<file path="config.mk">
export PLATFORM = sky130hd
export DESIGN_NAME = byte_mem_ctrl
export DESIGN_NICKNAME = d
export VERILOG_FILES = /design/src/rtl/byte_mem_ctrl_pkg.sv /design/src/rtl/byte_mem_ctrl_res_extend.sv /design/src/rtl/byte_mem_ctrl.sv
export SDC_FILE = /design/constraint.sdc
export NUM_CORES = 1
export LEC_CHECK = 0
export ABC_CLOCK_PERIOD_IN_PS = 3050
export CAP_MARGIN = 0
export CORE_UTILIZATION = 45
export CTS_BUF_LIST = sky130_fd_sc_hd__clkbuf_4
export CTS_CLUSTER_DIAMETER = 60
export CTS_CLUSTER_SIZE = 14
export DETAILED_ROUTE_END_ITERATION = 7
export PLACE_DENSITY = 0.67
export REMOVE_ABC_BUFFERS = 1
export SETUP_SLACK_MARGIN = 0.05
export SYNTH_ARGS = -nofsm -noshare
export SYNTH_HDL_FRONTEND = slang
export SYNTH_SLANG_ARGS = --single-unit
</file>
<file path="constraint.sdc">
create_clock -name clk_in -period 3.05 [get_ports clk_in]
set_input_delay 0.61 -clock clk_in [delete_from_list [all_inputs] [get_ports clk_in]]
set_output_delay 0.61 -clock clk_in [all_outputs]
set_load 0.01 [all_outputs]
</file>
<file path="src/rtl/byte_mem_ctrl_pkg.sv">
// ============================================================================
// byte_mem_ctrl_pkg : shared encodings for the byte-serial memory controller
// Rev 1.0
// ============================================================================
`default_nettype none

package byte_mem_ctrl_pkg;

  localparam logic [1:0] LEN_BYTE         = 2'd0;
  localparam logic [1:0] LEN_HALF         = 2'd1;
  localparam logic [1:0] LEN_WORD         = 2'd2;
  localparam int         LEN_UNSIGNED_BIT = 2;
  localparam logic [1:0] IO_SEL           = 2'b11;

  typedef enum logic [1:0] {
    S_IDLE = 2'd0,
    S_RD   = 2'd1,
    S_WR   = 2'd2,
    S_DONE = 2'd3
  } state_t;

  // Anything that is not byte or half is treated as a full word.
  function automatic logic [2:0] byte_count(input logic [1:0] code);
    case (code)
      LEN_BYTE: byte_count = 3'd1;
      LEN_HALF: byte_count = 3'd2;
      default:  byte_count = 3'd4;
    endcase
  endfunction

endpackage

`default_nettype wire

</file>
<file path="src/rtl/byte_mem_ctrl_res_extend.sv">
// ============================================================================
// mem_res_extend : sign/zero extension of an assembled little-endian load
// Rev 1.0
// ============================================================================
`default_nettype none

module mem_res_extend
  import byte_mem_ctrl_pkg::*;
(
  input  logic [31:0] i_raw,
  input  logic [2:0]  i_len,
  output logic [31:0] o_res
);

  logic w_sign;

  always_comb begin
    w_sign = 1'b0;
    o_res  = i_raw;
    case (i_len[1:0])
      LEN_BYTE: begin
        w_sign = ~i_len[LEN_UNSIGNED_BIT] & i_raw[7];
        o_res  = {{24{w_sign}}, i_raw[7:0]};
      end
      LEN_HALF: begin
        w_sign = ~i_len[LEN_UNSIGNED_BIT] & i_raw[15];
        o_res  = {{16{w_sign}}, i_raw[15:0]};
      end
      default: o_res = i_raw;
    endcase
  end

endmodule

`default_nettype wire

</file>
<file path="src/rtl/byte_mem_ctrl.sv">
// ============================================================================
// byte_mem_ctrl : byte-serial load/store sequencer over an 8-bit RAM/IO bus
// Optional IO stall counter: BYTE_MEM_CTRL_STALL_CNT_EN.   Rev 1.0
// ============================================================================
`default_nettype none

module byte_mem_ctrl
  import byte_mem_ctrl_pkg::*;
#(
  parameter int ADDR_W     = 32,
  parameter int IO_SEL_LSB = 16
) (
  input  logic              clk_in,
  input  logic              rst_n_in,
  input  logic              rdy_in,
  input  logic              flush_in,
  input  logic [7:0]        mem_din,
  output logic [7:0]        mem_dout,
  output logic [ADDR_W-1:0] mem_a,
  output logic              mem_wr,
  input  logic              io_buffer_full,
  input  logic              valid,
  input  logic              wr,
  input  logic [ADDR_W-1:0] addr,
  input  logic [2:0]        len,
  input  logic [31:0]       data,
  output logic              ready,
  output logic [31:0]       res,
  output logic [31:0]       io_stall_cnt
);

  state_t            r_state, w_state;
  logic [2:0]        r_cnt, w_cnt;
  logic [ADDR_W-1:0] r_addr, w_addr;
  logic [2:0]        r_len, w_len;
  logic [31:0]       r_data, w_data;
  logic [31:0]       r_raw, w_raw;
  logic              r_wflush, w_wflush;
  logic [ADDR_W-1:0] r_mem_a, w_mem_a;
  logic [7:0]        r_mem_dout, w_mem_dout;
  logic              r_mem_wr, w_mem_wr;
  logic              r_ready, w_ready;
  logic [31:0]       r_res, w_res;
  logic              w_stall;

  logic [2:0]        w_n;
  logic [ADDR_W-1:0] w_byte_addr;
  logic              w_byte_io, w_acc_io;
  logic [7:0]        w_data_byte;
  logic [31:0]       w_raw_cap, w_ext;

  assign w_n         = byte_count(r_len[1:0]);
  assign w_byte_addr = r_addr + ADDR_W'(r_cnt);
  assign w_byte_io   = (w_byte_addr[IO_SEL_LSB+1:IO_SEL_LSB] == IO_SEL);
  assign w_acc_io    = (addr[IO_SEL_LSB+1:IO_SEL_LSB] == IO_SEL);

  // In RD, r_cnt-1 is the index of the byte currently on mem_din.
  always_comb begin
    w_raw_cap   = r_raw;
    w_data_byte = r_data[31:24];
    case (r_cnt)
      3'd1:    w_raw_cap[7:0]   = mem_din;
      3'd2:    w_raw_cap[15:8]  = mem_din;
      3'd3:    w_raw_cap[23:16] = mem_din;
      3'd4:    w_raw_cap[31:24] = mem_din;
      default: w_raw_cap        = r_raw;
    endcase
    case (r_cnt)
      3'd0:    w_data_byte = r_data[7:0];
      3'd1:    w_data_byte = r_data[15:8];
      3'd2:    w_data_byte = r_data[23:16];
      default: w_data_byte = r_data[31:24];
    endcase
  end

  mem_res_extend u_extend (
    .i_raw (w_raw_cap),
    .i_len (r_len),
    .o_res (w_ext)
  );

  always_comb begin
    w_state    = r_state;
    w_cnt      = r_cnt;
    w_addr     = r_addr;
    w_len      = r_len;
    w_data     = r_data;
    w_raw      = r_raw;
    w_wflush   = r_wflush;
    w_mem_a    = '0;
    w_mem_dout = r_mem_dout;
    w_mem_wr   = 1'b0;
    w_ready    = 1'b0;
    w_res      = r_res;
    w_stall    = 1'b0;
    case (r_state)
      S_IDLE: begin
        if (valid && !flush_in) begin
          w_addr   = addr;
          w_len    = len;
          w_data   = data;
          w_raw    = '0;
          w_cnt    = 3'd0;
          w_wflush = 1'b0;
          if (wr) begin
            w_state = S_WR;
            // The first store byte goes out on the accept edge unless IO is full.
            if (w_acc_io && io_buffer_full) begin
              w_stall = 1'b1;
            end else begin
              w_mem_a    = addr;
              w_mem_dout = data[7:0];
              w_mem_wr   = 1'b1;
              w_cnt      = 3'd1;
            end
          end else begin
            w_state = S_RD;
            w_mem_a = addr;
          end
        end
      end
      S_RD: begin
        if (flush_in) begin
          w_state = S_IDLE;
        end else begin
          w_raw = w_raw_cap;
          if (r_cnt == w_n) begin
            w_state = S_DONE;
            w_ready = 1'b1;
            w_res   = w_ext;
          end else begin
            w_cnt = r_cnt + 3'd1;
            if (r_cnt + 3'd1 < w_n) begin
              w_mem_a = r_addr + ADDR_W'(r_cnt + 3'd1);
            end
          end
        end
      end
      S_WR: begin
        // A flush cannot abort a store; it only suppresses the completion pulse.
        w_wflush = r_wflush | flush_in;
        if (r_cnt == w_n) begin
          if (r_wflush || flush_in) begin
            w_state = S_IDLE;
          end else begin
            w_state = S_DONE;
            w_ready = 1'b1;
          end
        end else if (w_byte_io && io_buffer_full) begin
          w_stall = 1'b1;
        end else begin
          w_mem_a    = w_byte_addr;
          w_mem_dout = w_data_byte;
          w_mem_wr   = 1'b1;
          w_cnt      = r_cnt + 3'd1;
        end
      end
      default: w_state = S_IDLE;
    endcase
  end

  always_ff @(posedge clk_in) begin
    if (!rst_n_in) begin
      r_state    <= S_IDLE;
      r_cnt      <= '0;
      r_addr     <= '0;
      r_len      <= '0;
      r_data     <= '0;
      r_raw      <= '0;
      r_wflush   <= 1'b0;
      r_mem_a    <= '0;
      r_mem_dout <= '0;
      r_mem_wr   <= 1'b0;
      r_ready    <= 1'b0;
      r_res      <= '0;
    end else if (rdy_in) begin
      r_state    <= w_state;
      r_cnt      <= w_cnt;
      r_addr     <= w_addr;
      r_len      <= w_len;
      r_data     <= w_data;
      r_raw      <= w_raw;
      r_wflush   <= w_wflush;
      r_mem_a    <= w_mem_a;
      r_mem_dout <= w_mem_dout;
      r_mem_wr   <= w_mem_wr;
      r_ready    <= w_ready;
      r_res      <= w_res;
    end
  end

`ifdef BYTE_MEM_CTRL_STALL_CNT_EN
  logic [31:0] r_stall_cnt;

  always_ff @(posedge clk_in) begin
    if (!rst_n_in) begin
      r_stall_cnt <= '0;
    end else if (rdy_in && w_stall) begin
      r_stall_cnt <= r_stall_cnt + 32'd1;
    end
  end

  assign io_stall_cnt = r_stall_cnt;
`else
  logic w_unused_stall;
  assign w_unused_stall = w_stall;
  assign io_stall_cnt   = 32'd0;
`endif

  assign mem_a    = r_mem_a;
  assign mem_dout = r_mem_dout;
  assign mem_wr   = r_mem_wr;
  assign ready    = r_ready;
  assign res      = r_res;

endmodule

`default_nettype wire

</file>
* Word level (Yosys, flattened, before mapping)
Index checks and enable logic that the tools add are counted.
W data, S select, Z words.
** Storage, ports and cells
- Input port bits :: 82
- Output and inout port bits :: 106
- Flip-flop bits (word level) :: 179
** Operators by class
- Order comparisons :: 1
- Multiplexer cells :: 53
- Add/sub/neg operators :: 4
- Reduce and logical (&&, ||, !) cells :: 18
- Equality and inequality tests :: 19
- Bitwise logic cells :: 5
** Operators with widths (number)
- $mux W32 :: 10
- $pmux W32 S2 :: 2
- $pmux W32 S3 :: 1
- $mux W8 :: 9
- $add A32 B3 Y32 :: 1
- $add A32 B4 Y32 :: 1
- $pmux W8 S3 :: 1
- $ne A2 B2 Y1 const B :: 8
- $pmux W8 S2 :: 1
- $mux W3 :: 5
- $reduce_and A7 Y1 :: 2
- $mux W1 :: 12
- $mux W2 :: 6
- $reduce_and A4 Y1 :: 3
- $pmux W3 S3 :: 1
- $eq A2 B2 Y1 const B :: 3
- $eq A3 B2 Y1 const B :: 2
- $pmux W1 S2 :: 3
- $pmux W2 S3 :: 1
- $pmux W3 S2 :: 1
- $reduce_and A3 Y1 :: 2
- $add A3 B1 Y4 const B :: 1
- $eq A2 B1 Y1 const B :: 2
- $logic_not A2 Y1 :: 2
- other kinds (15) :: 20

* Logic depth before layout (Yosys ltp)
Gate-level depths: netlist of run 1.
- Depth in word-level cells :: 7
- Mapped depth :: 11

* Modules after synthesis
From an unflattened synthesis of run 1, not the netlist that was laid out.
** Unflattened totals
- Cell total of the unflattened synthesis :: 1233
- Area total of the unflattened synthesis :: 10092.2 µm²
** By module, submodules not included
- byte_mem_ctrl :: area an instance 9736.8 µm², times used 1, cells an instance 1166, sequential area each 3583.4 µm²
- mem_res_extend :: area an instance 355.3 µm², times used 1, cells an instance 67, sequential area each 0.0 µm²

* Worst setup path after synthesis of run 1
Ideal clock, no wire load.
- Kind :: flip-flop to flip-flop
- From :: reg r_len[0]
- To :: reg r_res[21], in the netlist res[21]
- Stages on the path, launching flop included :: 10
- Setup slack :: 495 ps
- Period minus slack after synthesis :: 2555 ps
- Data arrival time :: 2436 ps
- Data required time :: 2931 ps
- Path through :: dfxtp_1 buf_2 nor2_1 ha_1 nor4_4 o41ai_2 or2_1 buf_2 buf_4 o221a_1
** Between the ends
- Word-level cells in the longest chain between the ends :: 4
** RTL lines
- from (decl) :: RTL line byte_mem_ctrl.sv:35 : logic [2:0] r_len, w_len;
- from (signal assigned) :: RTL line byte_mem_ctrl.sv:180 : r_len <= w_len;
- $eq A2 B1 Y1 or $logic_not A2 Y1 (tied branches) :: RTL line byte_mem_ctrl_pkg.sv:24, byte_mem_ctrl_res_extend.sv:20
- $pmux W3 S2 :: RTL line byte_mem_ctrl_pkg.sv:24 : case (code)
- $eq A3 B3 Y1 :: RTL line byte_mem_ctrl.sv:127 : if (r_cnt == w_n) begin
- $reduce_and A4 Y1 (no source line)
- to (signal assigned) :: RTL line byte_mem_ctrl.sv:188 : r_res <= w_res;
- to (decl) :: RTL line byte_mem_ctrl.sv:43 : logic [31:0] r_res, w_res;
Parallel ways exist; a longest one is shown, timed or not.
A chain may end at the register's enable or synchronous reset.

* Final worst setup path of run 1
- From :: reg r_cnt[1]
- To :: reg r_mem_a[31], in the netlist mem_a[31]
** Between the ends
- Word-level cells in the longest chain between the ends :: 6
** RTL lines
- from (decl) :: RTL line byte_mem_ctrl.sv:33 : logic [2:0] r_cnt, w_cnt;
- from (signal assigned) :: RTL line byte_mem_ctrl.sv:178 : r_cnt <= w_cnt;
- $add A3 B1 Y4 (tied with other cells) :: RTL line byte_mem_ctrl.sv:134 : w_mem_a = r_addr + ADDR_W'(r_cnt + 3'd1);
- $add A32 B4 Y32 (tied with other cells) :: RTL line byte_mem_ctrl.sv:134
- $mux W32 or $logic_and A1 B1 Y1 (tied branches) :: RTL line byte_mem_ctrl.sv:133, byte_mem_ctrl.sv:149
- $mux W32 (on tied branches) :: RTL line byte_mem_ctrl.sv:127, byte_mem_ctrl.sv:149
- $mux W32 (on tied branches) :: RTL line byte_mem_ctrl.sv:123, byte_mem_ctrl.sv:142
- $pmux W32 S3 * :: RTL line byte_mem_ctrl.sv:96 : case (r_state)
- to (signal assigned) :: RTL line byte_mem_ctrl.sv:184 : r_mem_a <= w_mem_a;
- to (decl) :: RTL line byte_mem_ctrl.sv:39 : logic [ADDR_W-1:0] r_mem_a, w_mem_a;
Every way passes the cells marked *; elsewhere a longest branch is shown, timed or not.

==> reports/results.txt, run 1 <==
Status = finished, final reports clean
Pins Over Slew Limit = 0
Req. time, crit path = 3570 ps
Pwr Density = 378 mW/mm2
CTS tree = done
Avg Cell Area, Syn = 8.33 um2
Hold_buf cts = 0
Die X = 149 um
Area growth syn-to-layout = 21.7%
Worst setup endpoint = mem_a[31]
Port buffer count = 155
Final Cycle Share = 91.8%
Seq/Total Area, Yosys = 36.9%
Count leader, synth = nand2_1
DR WL/cell = 17.8 um
RSZ-0062 raised after global routing = false
Core Region = 0.0211 mm2
Synth top area share = 36.9%
Fin cells = 1578
CTS Buf Count = 17
GP Congestion = 0.930
R2R depth = 8
Longest Clk Path Bufs = 2
Yosys cell types = 63
Lkg Pwr = 4.15 nW
Worst-path fanout max = 8
FF-to-FF End = mem_a[31]
Via count = 9093
Syn. warnings = 0
Final hold vios = 0
Launch point of the worst reg-to-reg path = r_cnt[1]
Sum of negative setup slack = 0 ps
Area contributors post-synth = dfxtp_1 37%, nand2_1 8.7%, a21boi_0 5.6%, mux2i_1 3.6%, xor2_1 2.8%
Slew Limit Headroom = 48.6%
Cells after DPL = 1544
Post-CTS Setup Bufs = 0
Antenna violations before repair = 1
Top cell type by total area after synthesis = dfxtp_1
Prevailing post-synth register cell = dfxtp_1
Total GRT Usage = 25.7%
Layout net count = 1388
FMAX = 0.357 GHz
I/O pins = 188
Worst IR Drop VDD = 0.191 mV
Gr ovfl total = 0
Vias in the first global route = 8636
Register bit total from synthesis = 179
Hpwl dp = 19.3 mm
CTS HTree Levels = 4
Setup Skew = 28.8 ps
Dpl cell area = 0.0115 mm2
WP data arrival = 3320 ps
Slew @ Worst Pin = 771 ps
Final Critical Period = 2800 ps
Crit path launch type = register
Power, Total = 4.46 mW
Sink Count = 179
Worst-path clk slew = 160 ps
FILL cells = 2006
Initial DRC count = 752
Cell count after synthesis = 1165
Flop2flop setup slack = 250 ps
Post-Syn Area = 0.00970 mm2
Critical path startpoint = r_cnt[1]
Largest net degree at the start of global routing = 76
CTS Root Cell = clkbuf_4
Clk_lat worst skew = 610 ps
Maxcap violations = 0
First-pass GRT wire length = 45.1 mm
Post-route cell area = 0.0118 mm2
Post-synth top cells = 226 x nand2_1, 179 x dfxtp_1, 72 x a21boi_0
First-pass DRT Iterations = 6
Detail Route Antenna Nets = 0
DRC viols = 0
CP Class = reg2reg
Gates resized, CTS repair = 0
Post-synth EDFFs = 0
Vias per cell = 5.76
Final setup fails = 0
Layout cell share with drive strength beyond 1 = 8.46%
Die area = 0.0221 mm2
Initial Util = 46.0%
Die Height = 149 um
Async S/R FF share, synth = 0%
Crit. End Element = register
Row count = 53
WL final = 28.1 mm
Hold Path Class = in2reg
==> routing by layer <==
| metal | vias to the layer above | global-route usage [%] | part of all wire [%] |
|---|---|---|---|
| met4 | 0 | 8.42 | 2.2 |
| met1 | 4328 | 34.2 | 45 |
| li1 | 4358 | - | - |
| met2 | 367 | 41.4 | 45 |
| met3 | 40 | 5.26 | 7.4 |
| met5 | - | 0 | 0 |
==> critical path: stages (launching register included) <==
cell and delay, ps:
dfxtp_1 540, inv_1 160, ha_1 340, ha_1 280, nor2b_1 120, o21ai_0 210
o211ai_1 330, or4_1 580, a41oi_1 170
==> stage by stage <==
| step | util [%] | hold slack (ps) | setup slack, ps |
|---|---|---|---|
| 4_1_cts | 55.9 | 411 | 239 |
| 3_3_place_gp | 54.5 | 446 | 280 |
| 2_1_floorplan | - | 443 | -399 |
| 3_5_place_dp | 54.5 | 449 | 240 |
| 6_report | 56.0 | 447 | 249 |
| 5_1_grt | 56.0 | 412 | 76.3 |
==> worst min-delay path by stage <==
stage | endpoint | cells past startpoint | start | slack (ps)
6_report | ready | 2 | rst_n_in | 450
2_1_floorplan | r_data[0] | 2 | r_data[0] | 440
5_1_grt | ready | 2 | rst_n_in | 410
3_3_place_gp | mem_dout[4] | 2 | mem_dout[4] | 450
3_5_place_dp | mem_a[6] | 2 | mem_a[6] | 450
4_1_cts | ready | 2 | rst_n_in | 410
==> state kept, by name (all words and copies together), names as in the netlist <==
register / count
mem_dout: 8
res: 32
r_data: 32
r_len: 3
r_addr: 32
r_wflush: 1
r_raw: 32
mem_wr: 1
r_state: 2
ready: 1
r_cnt: 3
mem_a: 32
==> final cells by class <==
type                            instances  area, um2  share of cell area, %
Tap cell                              275        344                   2.91
Multi-Input combinational cell        876       5580                   47.2
Sequential cell                       179       3580                   30.3
Clock buffer                           17        128                   1.08
Clock inverter                         15        171                   1.45
Antenna cell                            2       5.00                 0.0424
Timing Repair Buffer                  199       1940                   16.4
Inverter                               15       56.3                  0.477
==> power breakdown <==
part	internal, mW	total, mW	switching, mW
Combinational	0.285	0.636	0.351
Sequential	2.39	2.45	0.0542
Clock	0.378	1.37	0.997
==> cells in the final DEF, fill, tap and decap left out, types with 22 or more instances in the layout <==
| cell type | n |
|---|---|
| nor2b_1 | 33 |
| clkdlybuf4s50_1 | 154 |
| a222oi_1 | 26 |
| xnor2_1 | 25 |
| buf_4 | 40 |
| xor2_1 | 31 |
| nor2_1 | 37 |
| nand3_1 | 36 |
| mux2i_1 | 35 |
| a22oi_1 | 22 |
| o211ai_1 | 28 |
| a21boi_0 | 71 |
| conb_1 | 32 |
| a21oi_1 | 37 |
| o21ai_0 | 49 |
| dfxtp_1 | 179 |
| nand2_1 | 226 |
==> logic make-up (layout without fill, tap and decap cells) <==
group,after synthesis,after routing,synth area share [%]
buffers and inverters,141,246,6.96
AOI/OAI and AO/OA,318,318,24.7
DFF,179,179,36.9
xor gates and xnor gates,56,56,5.06
and+or+nand+nor,417,417,20.3
muxes,35,35,3.61
adders and majority gates,18,18,2.48
other,1,34,0.0387
No activity file was read; power rests on OpenSTA's default activity.
==> inputs of run 2 (changes only) <==
- CELL_PAD_IN_SITES_DETAIL_PLACEMENT: unset -> 1
- CELL_PAD_IN_SITES_GLOBAL_PLACEMENT: unset -> 2
- CORE_UTILIZATION: 45 -> 32
- PLACE_DENSITY: 0.67 -> 0.79
==> reports/results.txt, run 2 (same netlist as run 1, synthesis figures left out) <==
Port buffer count = 155
CTS HTree Levels = 4
GP Congestion = 0.833
DR WL/cell = 18.9 um
Die Height = 176 um
Area growth syn-to-layout = 23.9%
Vias in the first global route = 9176
Worst-path fanout max = 8
Vias per cell = 5.33
Final Cycle Share = 91.6%
CTS Root Cell = clkbuf_4
Sink Count = 179
Crit path top cell by count = ha_1
Lkg Pwr = 4.19 nW
CP Cell Sequence = inv_1 > ha_1 > ha_1 > nor2b_1 > o21ai_0 > o211ai_1 > buf_4 > or4_1 > a41oi_1
Final setup fails = 0
Status = finished, final reports clean
RSZ-0062 raised after global routing = false
Largest net degree at the start of global routing = 114
First-pass GRT wire length = 50.8 mm
Gr ovfl total = 0
FMAX = 0.358 GHz
Worst Path Buf+Inv = 2
Initial Util = 32.6%
Worst-path clk slew = 210 ps
I/O pins = 188
Slowest cell delay on critical path = 560 ps
Slew @ Worst Pin = 860 ps
Longest Clk Path Bufs = 2
Worst IR Drop VDD = 0.202 mV
Req. time, crit path = 3570 ps
Die area = 0.0310 mm2
Hold Path Class = in2reg
Total GRT Usage = 20.9%
Fin Hold WS = 345 ps
Final Critical Period = 2790 ps
Final hold vios = 0
Row count = 63
Antenna violations before repair = 1
Initial DRC count = 609
Crit. End Element = register
CTS Buf Count = 17
Slew Limit Headroom = 42.0%
Layout cell share with drive strength beyond 1 = 8.95%
WL final = 32.1 mm
Die X = 176 um
Register Area = 0.00358 mm2
Area of the multi-input gates = 0.00558 mm2
Maxcap violations = 0
Pwr Density = 383 mW/mm2
Commonest non-fill, non-tap cells in the layout = 226 x nand2_1, 179 x dfxtp_1, 154 x clkdlybuf4s50_1, 71 x a21boi_0, 49 x o21ai_0
CTS tree = done
Worst path slowest cell = dfxtp_1
FILL cells = 3571
Clk_lat worst skew = 620 ps
CP Class = reg2reg
Most common cell after layout, fill and taps aside = nand2_1
Pins Over Slew Limit = 0
Layout net count = 1394
DRC viols = 0
Via count = 9048
Crit path max-delay family = adder cells
Core Region = 0.0297 mm2
WP data arrival = 3310 ps
Detail Route Antenna Nets = 0
Util after Layout = 40.4%
First-pass DRT Iterations = 5
Crit path launch type = register
Hpwl dp = 23.0 mm
Setup Skew = 36.4 ps
Hold_buf cts = 0
[run 2: cell types whose count changed in the layout (fill, tap and decap cells not counted)]
| cell | before | now |
|---|---|---|
| buf_12 | 5 | 4 |
| buf_4 | 40 | 47 |
| clkinv_1 | 1 | 0 |
| clkinv_4 | 2 | 1 |
| clkinv_8 | 5 | 7 |
| clkinvlp_4 | 2 | 1 |
| diode_2 | 2 | 1 |
| inv_12 | 0 | 2 |
| inv_8 | 4 | 3 |
[run 2: metal layers]
layer | share of wire, % | GRT usage (%) | wire length (um)
met5 | 0 | 0 | 0
met4 | 1.1 | 4.67 | 345
met3 | 3.5 | 3.01 | 1130
met2 | 48 | 35.2 | 15500
met1 | 47 | 28.1 | 15100
[run 2: worst paths after layout]
kind                            startpoint    endpoint  slack (ps)  cells after the start
worst max-delay path              r_cnt[1]   mem_a[31]         260                      9
worst min-delay path              rst_n_in  r_addr[17]         340                      2
worst max register to register    r_cnt[1]   mem_a[31]         260                      9
worst min register to register    mem_a[8]    mem_a[8]         470                      2
[run 2: final cells by class]
cell class                 count  area share, %
clock inverter                15           1.71
inverter                      15          0.469
antenna                        1         0.0208
tap                          390           4.06
timing repair buffer         205           16.4
sequential                   179           29.8
clock buffer                  17           1.06
multi-input combinational    876           46.4
[run 2: power breakdown]
part,internal [mW],total (mW),switching (mW),leakage [nW]
Sequential,2.39,2.45,0.0561,1.45
Clock,0.410,1.50,1.09,0.168
Combinational,0.290,0.657,0.366,2.58
Total,3.10,4.61,1.51,4.19
[run 2: repair_timing]
| action | in CTS | in global routing |
|---|---|---|
| setup buffers | 0 | 1 |
| endpoints found under the setup margin | 0 | 5 |
| resized for setup | 0 | 1 |
[run 2: metrics by stage]
stage	power (mW)	setup TNS [ps]	cells	instance area [um2]	worst slack (ps)
3_3_place_gp	3.15	0	1664	11700	253
5_1_grt	4.83	0	1698	12000	83.1
4_1_cts	4.68	0	1696	12000	92.7
2_1_floorplan	2.78	-11700	1070	9200	-399
3_5_place_dp	3.16	0	1664	11700	184
6_report	4.61	0	1698	12000	255
